File: config.mk
export PLATFORM = sky130hd
export DESIGN_NAME = uart_rx_fifo_flat
export DESIGN_NICKNAME = d
export VERILOG_FILES = /design/src/rtl/uart_rx_fifo_pkg.sv /design/src/rtl/uart_rx_fifo_if.sv /design/src/rtl/uart_fifo_mem.sv /design/src/rtl/uart_rx_fifo.sv /design/src/flat_wrapper.sv
export SDC_FILE = /design/constraint.sdc
export NUM_CORES = 1
export LEC_CHECK = 0
export BUFFER_PORTS_ARGS = -buffer_cell sky130_fd_sc_hd__buf_2
export CAP_MARGIN = 15
export CORE_MARGIN = 4
export CORE_UTILIZATION = 55
export CTS_CLUSTER_DIAMETER = 30
export DETAILED_ROUTE_END_ITERATION = 7
export PLACE_DENSITY = 0.73
export RECOVER_POWER = 100
export REMOVE_ABC_BUFFERS = 1
export SLEW_MARGIN = 10
export SYNTH_ARGS = -nofsm -noshare
export SYNTH_HDL_FRONTEND = slang
export SYNTH_SLANG_ARGS = --single-unit
File: constraint.sdc
create_clock -name clk -period 5.68 [get_ports clk]
set_input_delay 0.284 -clock clk [delete_from_list [all_inputs] [get_ports clk]]
set_output_delay 0.284 -clock clk [all_outputs]
set_load 0.05 [all_outputs]
File: src/rtl/uart_rx_fifo_pkg.sv
// Shared UART constants (byte width, receive FIFO depth) and sizing helpers
// used by the receive FIFO, its interface and the storage array.
package uart_rx_fifo_pkg;

    localparam int UART_DATA_WIDTH = 8;
    localparam int UART_FIFO_DEPTH = 16;

    // Occupancy counter must represent 0..depth inclusive.
    function automatic int cnt_width(input int depth);
        return $clog2(depth) + 1;
    endfunction

endpackage

File: src/rtl/uart_rx_fifo_if.sv
// Receive-FIFO bus: byte/status from the receiver, pop/clear from the consumer,
// and the FIFO head and status flags back to the consumer.
interface uart_rx_fifo_if
    import uart_rx_fifo_pkg::*;
#(
    parameter int DATA_WIDTH = UART_DATA_WIDTH,
    parameter int DEPTH      = UART_FIFO_DEPTH
);
    logic [DATA_WIDTH-1:0]       rx_data;
    logic                        rx_status;
    logic                        rd_en;
    logic                        ovf_clr;
    logic [DATA_WIDTH-1:0]       rd_data;
    logic                        empty;
    logic                        full;
    logic [cnt_width(DEPTH)-1:0] count;
    logic                        overflow;

    modport master (
        output rx_data, rx_status, rd_en, ovf_clr,
        input  rd_data, empty, full, count, overflow
    );

    modport slave (
        input  rx_data, rx_status, rd_en, ovf_clr,
        output rd_data, empty, full, count, overflow
    );

endinterface

File: src/rtl/uart_fifo_mem.sv
// Receive FIFO storage: one synchronous write port, one asynchronous read port,
// no reset (contents are only meaningful behind the owner's count).
module uart_fifo_mem #(
    parameter int DATA_WIDTH = 8,
    parameter int DEPTH      = 16,
    parameter int AW         = $clog2(DEPTH)
) (
    input  logic                  clk,
    input  logic                  we,
    input  logic [AW-1:0]         waddr,
    input  logic [DATA_WIDTH-1:0] wdata,
    input  logic [AW-1:0]         raddr,
    output logic [DATA_WIDTH-1:0] rdata
);

    logic [DATA_WIDTH-1:0] mem [DEPTH];

    always_ff @(posedge clk) begin
        if (we) begin
            mem[waddr] <= wdata;
        end
    end

    assign rdata = mem[raddr];

endmodule

File: src/rtl/uart_rx_fifo.sv
// UART receive FIFO: turns each rising edge of the receiver status into one
// push, holds bytes first-word fall-through, and flags dropped bytes.
module uart_rx_fifo
    import uart_rx_fifo_pkg::*;
#(
    parameter int DATA_WIDTH = UART_DATA_WIDTH,
    parameter int DEPTH      = UART_FIFO_DEPTH
) (
    input  logic          clk,
    input  logic          reset,
    uart_rx_fifo_if.slave bus
);

    localparam int AW = $clog2(DEPTH);
    localparam int CW = cnt_width(DEPTH);
    localparam logic [CW-1:0] DEPTH_C = CW'(DEPTH);

    logic          rx_status_buf_reg;
    logic [AW-1:0] wr_ptr_reg;
    logic [AW-1:0] rd_ptr_reg;
    logic [CW-1:0] count_reg;
    logic [CW-1:0] count_next;
    logic          overflow_reg;
    logic          overflow_next;

    logic                  push;
    logic                  pop;
    logic                  do_write;
    logic                  drop;
    logic                  empty_w;
    logic                  full_w;
    logic [DATA_WIDTH-1:0] mem_rdata;

    assign empty_w  = (count_reg == '0);
    assign full_w   = (count_reg == DEPTH_C);
    assign push     = ~rx_status_buf_reg & bus.rx_status;
    assign pop      = bus.rd_en & ~empty_w;
    // When full, a simultaneous pop frees the head slot, which is the write slot.
    assign do_write = push & (~full_w | pop);
    assign drop     = push & full_w & ~pop;

    always_comb begin
        count_next = count_reg;
        case ({do_write, pop})
            2'b10:   count_next = count_reg + CW'(1);
            2'b01:   count_next = count_reg - CW'(1);
            default: count_next = count_reg;
        endcase
    end

    always_comb begin
        overflow_next = overflow_reg;
        if (drop) begin
            overflow_next = 1'b1;
        end else if (bus.ovf_clr) begin
            overflow_next = 1'b0;
        end
    end

    // Status buffer resets high so an idle-high receiver line is not a push.
    always_ff @(posedge clk or negedge reset) begin
        if (!reset) begin
            rx_status_buf_reg <= 1'b1;
            wr_ptr_reg        <= '0;
            rd_ptr_reg        <= '0;
            count_reg         <= '0;
            overflow_reg      <= 1'b0;
        end else begin
            rx_status_buf_reg <= bus.rx_status;
            if (do_write) begin
                wr_ptr_reg <= wr_ptr_reg + AW'(1);
            end
            if (pop) begin
                rd_ptr_reg <= rd_ptr_reg + AW'(1);
            end
            count_reg    <= count_next;
            overflow_reg <= overflow_next;
        end
    end

    uart_fifo_mem #(
        .DATA_WIDTH (DATA_WIDTH),
        .DEPTH      (DEPTH),
        .AW         (AW)
    ) u_mem (
        .clk   (clk),
        .we    (do_write),
        .waddr (wr_ptr_reg),
        .wdata (bus.rx_data),
        .raddr (rd_ptr_reg),
        .rdata (mem_rdata)
    );

    assign bus.rd_data  = empty_w ? '0 : mem_rdata;
    assign bus.empty    = empty_w;
    assign bus.full     = full_w;
    assign bus.count    = count_reg;
    assign bus.overflow = overflow_reg;

endmodule

File: src/flat_wrapper.sv
// flat-port wrapper written by rule: the top's interface ports become plain ports
module uart_rx_fifo_flat import uart_rx_fifo_pkg::*;
#(
    parameter int DATA_WIDTH = UART_DATA_WIDTH,
    parameter int DEPTH      = UART_FIFO_DEPTH
)
  (clk, reset, bus_rx_data, bus_rx_status, bus_rd_en, bus_ovf_clr, bus_rd_data, bus_empty, bus_full, bus_count, bus_overflow);
  uart_rx_fifo_if #(.DATA_WIDTH(DATA_WIDTH), .DEPTH(DEPTH)) bus_i ();
  input  logic clk;
  input  logic reset;
  input wire logic [$bits(bus_i.rx_data)-1:0] bus_rx_data;
  input wire logic [$bits(bus_i.rx_status)-1:0] bus_rx_status;
  input wire logic [$bits(bus_i.rd_en)-1:0] bus_rd_en;
  input wire logic [$bits(bus_i.ovf_clr)-1:0] bus_ovf_clr;
  output wire logic [$bits(bus_i.rd_data)-1:0] bus_rd_data;
  output wire logic [$bits(bus_i.empty)-1:0] bus_empty;
  output wire logic [$bits(bus_i.full)-1:0] bus_full;
  output wire logic [$bits(bus_i.count)-1:0] bus_count;
  output wire logic [$bits(bus_i.overflow)-1:0] bus_overflow;
  assign bus_i.rx_data = bus_rx_data;
  assign bus_i.rx_status = bus_rx_status;
  assign bus_i.rd_en = bus_rd_en;
  assign bus_i.ovf_clr = bus_ovf_clr;
  assign bus_rd_data = bus_i.rd_data;
  assign bus_empty = bus_i.empty;
  assign bus_full = bus_i.full;
  assign bus_count = bus_i.count;
  assign bus_overflow = bus_i.overflow;
  uart_rx_fifo #(.DATA_WIDTH(DATA_WIDTH), .DEPTH(DEPTH)) u_core (.clk(clk), .reset(reset), .bus(bus_i));
endmodule
==> results.txt, run 1 <==
The run finished, with violations left. The checks that failed: max-capacitance violations, max-slew violations. The fraction of final layout cells sized beyond drive strength 1 is 0.2254. The biggest fanout along the worst timing path is 21. The portion of the clock cycle consumed by the worst path in the final layout was 0.7350; the number of remaining DRC errors was 0. For the count of mapped cells out of synthesis, the log shows 304. Detailed placement finished with a half-perimeter wire length of 7070 um.

The share of the yosys chip area belonging to registers came out at 0.7341. The setup skew after layout is 7.221 ps, and the signal arrival time at the worst endpoint is 3890 ps. The number of hold buffers added after CTS was 2. The die extent in x is 110.2 um. The post-CTS setup-driven buffer insertion count was 0.

After clock tree synthesis, the clock-pin slew on the worst setup and hold paths is 60 ps. For the worst-skew pair, the clock arrives at the later sink with an insertion delay of 530 ps. 0 antenna diodes ended up in the layout. The share of the synthesized area in the top cell type was 0.6686. During I/O placement, the number of pins put on the boundary was 29.

The fraction of synthesis flops using an asynchronous set or reset pin works out to 0.1049. Entering global routing, the biggest net connects 22 pins. Counting distinct cell types in the post-synthesis netlist gives 34.

Summing all flip-flop and latch instances after layout gives 4222 um2. The logs give 0 for the global-route congestion overflow total and 3.642 mW for the total power. Total power divided by cell area: 552.9 nW/um2. Counting flops with a built-in enable in the synthesized netlist gives 128. The number of register bits inferred by synthesis is 143, and the H-tree level count is 4. In this run, CTS created clock tree buffers numbering 17. The global-route wire length before repair is 18290 um, and the combined area of the multi-input logic cells is 1411 um2. In the post-synthesis netlist, the biggest area contributors are edfxtp_1, mux4_2, dfrtp_1, a22oi_1, ha_1.

The detail-routed net length per standard cell is 24.34 um. The tree is rooted in a clkbuf_8. The mapped netlist covers 5749 um2. The register with the most flip-flops in the layout has 128 of them. The path type of the worst setup path was flop to output pin. After the first detailed-routing iteration, the DRC count stood at 268.

In the layout the commonest cells are edfxtp_1, mux4_2, clkbuf_1, nor2_1. Routability-driven placement finished with a final weighted congestion of 0.8137. TritonCTS built the clock tree.

For this design the static power due to leakage is 2.164 nW. The number of gates given a new drive strength after cts was 0; the highest attainable clock frequency was 0.2395 GHz. The type of the most critical hold path was input port to flop. The number of global-route vias before repair was 2988. The transition time at the pin with the least slew margin came out at 1766 ps. The post-synthesis cell type with the largest combined area was edfxtp_1. After detailed routing, the number of vias per cell comes to 6.069.

The logs give 2 for the clock tree buffer depth and 5 for the detailed-routing iteration count for the pre-antenna-repair pass. The final wirelength is 11950 um, and the net count of the finished layout is 362. Reported max-cap violation count: 1. The final route contains 2980 vias. Starting density of the core: 0.5619. The run gives 0 as the number of hold violations in the final report. The data required time at the worst endpoint is 5400 ps, and the final count of pins violating max slew is 22. The library cell used most frequently in the layout, excluding fill and tap cells, is edfxtp_1. The die outline height works out to 110.2 um.

The initial antenna violation count is 0, and the final antenna-violating net count is 0. Setup repair after global routing left no endpoint under its margin. The relative max-transition margin is -0.1773. The floorplan has 37 rows.

The worst-case IR drop observed on VDD is 0.0003627 V. The clock period could shrink to 4175 ps. The area growth from synthesis to layout is 14.58%. The core region is 10230 um2. The most used flip-flop cell after synthesis is edfxtp_1. The number of clock sinks seen by CTS was 143; the accumulated negative setup slack was 0 ps.

The number of setup violations in the final report is 0. Counting the fill cells in the layout gives 704. The quantity of I/O buffers inserted on ports works out to 28. Kind of launch point of the worst setup path: a flop. The tools report the die outline area as 12150 um2. The mean instance size in the synthesized netlist is 18.91 um2, and the global-route total usage across every layer is 0.2193. The tools report the total of warnings raised by yosys as 0.

The capturing element type of the critical path is an output pin.
-- worst paths after layout --
kind / start / end / slack, ps / depth (start not counted)
worst max-delay path: u_core.rd_ptr_reg[0] / bus_rd_data[3] / 1510 / 5
worst max register to register: u_core.bus.count[1] / u_core.u_mem.mem[2][7] / 2750 / 5
max in group asynchronous: reset / u_core.rd_ptr_reg[0] / 4760 / 2
worst min register to register: u_core.bus.overflow / u_core.bus.overflow / 520 / 1
min in group asynchronous: reset / u_core.bus.count[3] / 370 / 2
worst min-delay path: bus_ovf_clr / u_core.bus.overflow / 50 / 3
-- cell families after synthesis --
kind of cell               after synthesis  share of synthesized area
and+or+nand+nor                         51                    0.04113
AOI/OAI and AO/OA                       39                    0.04962
muxes                                   33                     0.1280
xor gates and xnor gates                11                    0.01676
buffers and inverters                   20                    0.01523
DFF                                    143                     0.7341
adders and majority gates                7                    0.01523
-- report_power, final --
group	switching, mW	internal (mW)
Sequential	0.138	1.24
Clock	0.421	0.713
Combinational	0.713	0.413
-- per-stage QoR --
stage | std cells | utilization | cell area [um2] | setup slack, ps | hold slack [ps]
floorplan | 289 | - | 5680 | 2573 | -11.59
global placement | 455 | 0.5871 | 6007 | 2856 | 209.7
detailed placement | 455 | 0.5871 | 6007 | 2636 | 208.4
CTS | 489 | 0.6486 | 6636 | 2398 | 31.36
global route | 491 | 0.6439 | 6588 | 1148 | 72.77
finish | 491 | 0.6439 | 6588 | 1505 | 47.17
-- per-layer routing --
metal  GRT usage  vias to the layer above  wire length [um]
li1            -                     1294                 -
met3     0.05533                       23               940
met5           0                        -                 0
met1      0.3091                     1518              4858
met4      0.1011                        0               371
met2      0.3263                      145              5784
-- cells in the mapped netlist (2+ instances only) --
master and number:
xnor2_1 9, buf_2 4, nand2b_1 2, nand2_1 14
mux4_2 32, o21ai_0 5, a22oi_1 16, inv_1 4
clkbuf_1 5, buf_1 5, ha_1 7, xor2_1 2
nor2b_1 3, nand4_1 2, nor2_1 19, a21oi_1 11
and2_1 2, dfrtp_1 14, nor3_1 6, edfxtp_1 128
-- cell type report --
class / count / share of cell area
sequential: 143 / 0.6408
multi-input combinational: 141 / 0.2142
clock buffer: 18 / 0.06344
clock inverter: 14 / 0.02906
tap: 136 / 0.02583
timing repair buffer: 34 / 0.02374
inverter: 5 / 0.002849
-- worst max-delay path, stage by stage (launching register included) --
cell and delay, ps:
dfrtp_2 670, clkbuf_1 1330, mux4_2 670, a22oi_1 320, a21oi_1 110, buf_2 260
No activity file was read; power rests on OpenSTA's default activity.
==> run 2, diff against run 1 <==
- ABC_AREA: unset -> 1
- PLACE_DENSITY: 0.73 -> 0.75
- clock period: 5.68 -> 3.6 ns (I/O delays scaled with it)
==> run 2 against run 1 <==
Net effect: the run now ends clean; wire length up 13%; global-route usage increased by 0.41 points; final cell count is 33% higher; critical endpoint is now bus_rd_data[2].
==> results.txt, run 2 <==
The clock root buffer is clkbuf_8 (unchanged). The number of setup violations in the final report was 0 (unchanged). The final instance area came out at 6715 um2 (was 6588 um2). The tools report the number of antenna cells inserted as 0 (unchanged).

The path depth of the worst reg2reg path works out to 8 (was 5). Ranking of synthesized cells by area: edfxtp_1, dfrtp_1, o21ai_0, nor2_1, o221ai_1 (was edfxtp_1, mux4_2, dfrtp_1, a22oi_1, ha_1). The logs give 37 (unchanged) for the total number of placement rows and 0.3296 (was -0.1773) for the relative max-transition margin. The tools report the post-CTS setup-driven buffer insertion count as 0 (unchanged).

Fraction of synthesized cell area in xor and xnor cells: 0.01172 (was 0.01676). The tools report the maximum number of pins on one net before global-route repair as 67 (was 22). The flip-flop cell with the highest count after synthesis was edfxtp_1 (unchanged).

The logs give 6 (was 5) for the detailed-routing iteration count for the pre-antenna-repair pass and 0.0006566 V (was 0.0003627 V) for the maximum vdd drop. The detail-routed net length per standard cell is 20.60 um (was 24.34 um), and the area of the mapped netlist is 5981 um2 (was 5749 um2). The run gives 3110 ps (was 3890 ps) as the signal arrival time at the worst endpoint.

The run gives 0.357 (was 0.380) as the register share of total power. Most used standard cell by instance count after synthesis: edfxtp_1 (unchanged). The run gives 0 (unchanged) as the total of warnings raised by yosys. Main combinational cell family by area after synthesis: simple AND/OR/NAND/NOR gates (was multiplexers). The biggest fanout along the worst timing path is 18 (was 21). The part of the power in combinational logic is 0.375 (was 0.309), and the number of placed I/O pins is 29 (unchanged).

The mean number of vias per cell was 6.087 (was 6.069). The total power divided by cell area came out at 874.0 nW/um2 (was 552.9 nW/um2). The master of the slowest instance on the critical path is dfrtp_1 (was clkbuf_1).

The adder-cell area share of the yosys netlist is 0.01464 (was 0.01523), and the cell area after placement is 6221 um2 (was 6007 um2). The count of mapped cells out of synthesis is 476 (was 304), and the net switching component of the power is 2.507 mW (was 1.272 mW). The reg-to-reg startpoint is u_core.bus.count[0] (was u_core.bus.count[1]). For the final antenna-violating net count, the log shows 0 (unchanged). The number of global-route vias before repair was 3956 (was 2988); the die outline height was 112.3 um (was 110.2 um).

The most common cell after layout, fill and taps aside is edfxtp_1 (unchanged). The global-route wire length before repair came out at 21630 um (was 18290 um). Clock input transition at the sequential cells of the worst setup and hold paths: 70 ps (was 60 ps). The number of flip-flops under the largest register name came out at 128 (unchanged).

The number of clock sinks seen by CTS came out at 143 (unchanged). The number of synthesized flops with an enable pin is 128 (unchanged). The run gives 0.6418 (was 0.6439) as the share of the core filled with cells in the final layout.

Most frequent cells in the layout: edfxtp_1, nor2_1, o21ai_0, nand2_1, o221ai_1 (was edfxtp_1, mux4_2, clkbuf_1, nor2_1). The tools report the die outline area as 12610 um2 (was 12150 um2). The tools report the kind of launch point of the worst setup path as a flop (unchanged). TritonCTS built the clock tree. Most instantiated cells after synthesis: edfxtp_1, nor2_1, o21ai_0, nand2_1, o221ai_1 (was edfxtp_1, mux4_2, nor2_1, a22oi_1). The worst setup slack after placement was 1186 ps (was 2636 ps).

The tools report the number of remaining DRC errors as 0 (unchanged). Path type of the worst setup path: flop to output pin (unchanged). The tools report the starting density of the core as 0.5716 (was 0.5619).

The tools report the end of the worst register-to-register path as u_core.u_mem.mem[10][5] (was u_core.u_mem.mem[2][7]). Capturing element type of the critical path: an output pin (unchanged). The worst hold path cell count was 1 (was 3). The switching fraction of total power is 0.4272 (was 0.3494). For the layout filler cell count, the log shows 788 (was 704). The critical path startpoint was u_core.rd_ptr_reg[2] (was u_core.rd_ptr_reg[0]). The area growth from synthesis to layout was 12.28% (was 14.58%); the multiplexer share of the synthesized area was 0 (was 0.1280).

The logs give 3 (was 2) for the number of hold buffers added after cts and 306.9 ps (was 1505 ps) for the least setup slack across all paths after layout. The quantity of I/O buffers inserted on ports is 28 (unchanged). The tools report the design internal power as 3.362 mW (was 2.370 mW). The final RePlAce weighted congestion was 0.8556 (was 0.8137). Type of the most critical hold path: input port to flop (unchanged). The number of register bits inferred by synthesis was 143 (unchanged); the global-route total usage across every layer was 0.2234 (was 0.2193).

The net count of the finished layout was 526 (was 362). The worst stage delay on the critical path came out at 790 ps (was 1330 ps). The flow ran to the end, and the final reports show no timing, DRC or antenna violations.

The reported max-cap violation count is 0 (was 1). Ordered list of cells on the worst path: clkinv_1, o221ai_1, nand3_1, a21oi_1, clkbuf_1 (was clkbuf_1, mux4_2, a22oi_1, a21oi_1, buf_2). The transition time at the pin with the least slew margin works out to 1002 ps (was 1766 ps).

The fraction of final layout cells sized beyond drive strength 1 was 0.09634 (was 0.2254). The hold path startpoint was bus_rx_data[5] (was bus_ovf_clr). Via count of the routed design: 3987 (was 2980).

The portion of the clock cycle consumed by the worst path in the final layout works out to 0.9147. The final count of pins violating max slew is 0 (was 22), and the clock tree buffer depth is 2 (unchanged). The share of the synthesized area in the top cell type is 0.6427 (was 0.6686), and the setup skew after layout is 5.356 ps (was 7.221 ps). The mean instance size in the synthesized netlist came out at 12.56 um2 (was 18.91 um2). The fraction of synthesis flops using an asynchronous set or reset pin works out to 0.1049 (unchanged). The run gives 0 ps (unchanged) as the accumulated negative setup slack. The clock insertion delay at the later pin of the skew report is 510 ps (was 530 ps), and the die extent in x is 112.3 um (was 110.2 um).

The flop-to-flop setup slack came out at 690 ps (was 2750 ps). The simple logic cell fraction of the synthesized area came out at 0.1184 (was 0.04113). The number of hold violations in the final report is 0 (unchanged). The tools report the number of gates given a new drive strength after cts as 0 (unchanged). For the final wirelength, the log shows 13500 um (was 11950 um).

The tools report the global-route congestion overflow total as 0 (unchanged). The post-synthesis cell type with the largest combined area was edfxtp_1 (unchanged). The fraction of the mapped netlist area in compound gates works out to 0.1132 (was 0.04962). The half-perimeter wire length after placement is 8443 um (was 7070 um).

The run gives 27 (was 34) as the post-synthesis cell type count. The H-tree level count was 4 (unchanged); the final period demand of the worst path was 3293 ps. The share of the yosys chip area belonging to registers is 0.7056 (was 0.7341), and the core footprint is 10460 um2 (was 10230 um2). The initial antenna violation count is 0 (unchanged).

The run gives 2.312 nW (was 2.164 nW) as the static leakage. The data required time at the worst endpoint is 3420 ps (was 5400 ps), and the number of design-rule violations left by the first detailed-router iteration is 529 (was 268). CTS buffer count: 17 (unchanged). Setup repair after global routing left no endpoint under its margin. Timing would allow up to 0.3037 GHz.

The clock power share came out at 0.269 (was 0.311). The tools report the endpoint with the worst hold slack as u_core.u_mem.mem[0][5] (was u_core.bus.overflow).
-- run 2: metal layers --
layer  part of all wire  track usage
met1               0.40       0.3042
met2               0.48       0.3536
met3              0.097      0.04582
met4              0.022      0.09375
met5                  0            0
-- run 2: logic make-up after synthesis --
family	Yosys count
simple gates	154
flops	143
compound gates	113
buf+inv	51
xor+xnor	8
fa+ha+maj	7
-- run 2: worst max-delay path by stage --
| stage | to | cells after the start |
|---|---|---|
| after floorplan | bus_rd_data[6] | 7 |
| after global placement | bus_rd_data[2] | 5 |
| after detailed placement | bus_rd_data[2] | 5 |
| after CTS | bus_rd_data[2] | 5 |
| after global routing | bus_rd_data[2] | 5 |
| final | bus_rd_data[2] | 5 |
-- run 2: worst max-delay path: cells and delay by family (launching register included) --
kind            cells  cell delay (ps)
compound gates      2              490
buf+inv             2             1210
flops               1              790
simple gates        1              110
-- run 2: cell type report --
cell class,count,area (um2),area share
tap,136,170.2,0.02534
inverter,27,102.6,0.01528
clock buffer,18,417.9,0.06223
timing repair buffer,35,180.2,0.02683
sequential,143,4222,0.6287
clock inverter,14,120.1,0.01789
multi-input combinational,282,1503,0.2238
-- run 2: per-stage QoR --
step | total power [mW] | cells | hold slack (ps)
floorplan | 3.660 | 452 | -115.6
global placement | 4.270 | 620 | 104.6
detailed placement | 4.330 | 620 | 118.5
CTS | 5.918 | 655 | 32.37
global route | 6.164 | 655 | 227.2
finish | 5.869 | 655 | 200.0
-- run 2: power groups by stage --
stage	Clock [mW]	Combinational (mW)	Sequential, mW
after floorplan	0	1.40	2.26
after global placement	0	2.16	2.11
after detailed placement	0	2.21	2.12
after CTS	1.59	2.24	2.09
after global routing	1.67	2.39	2.11
final	1.58	2.20	2.09
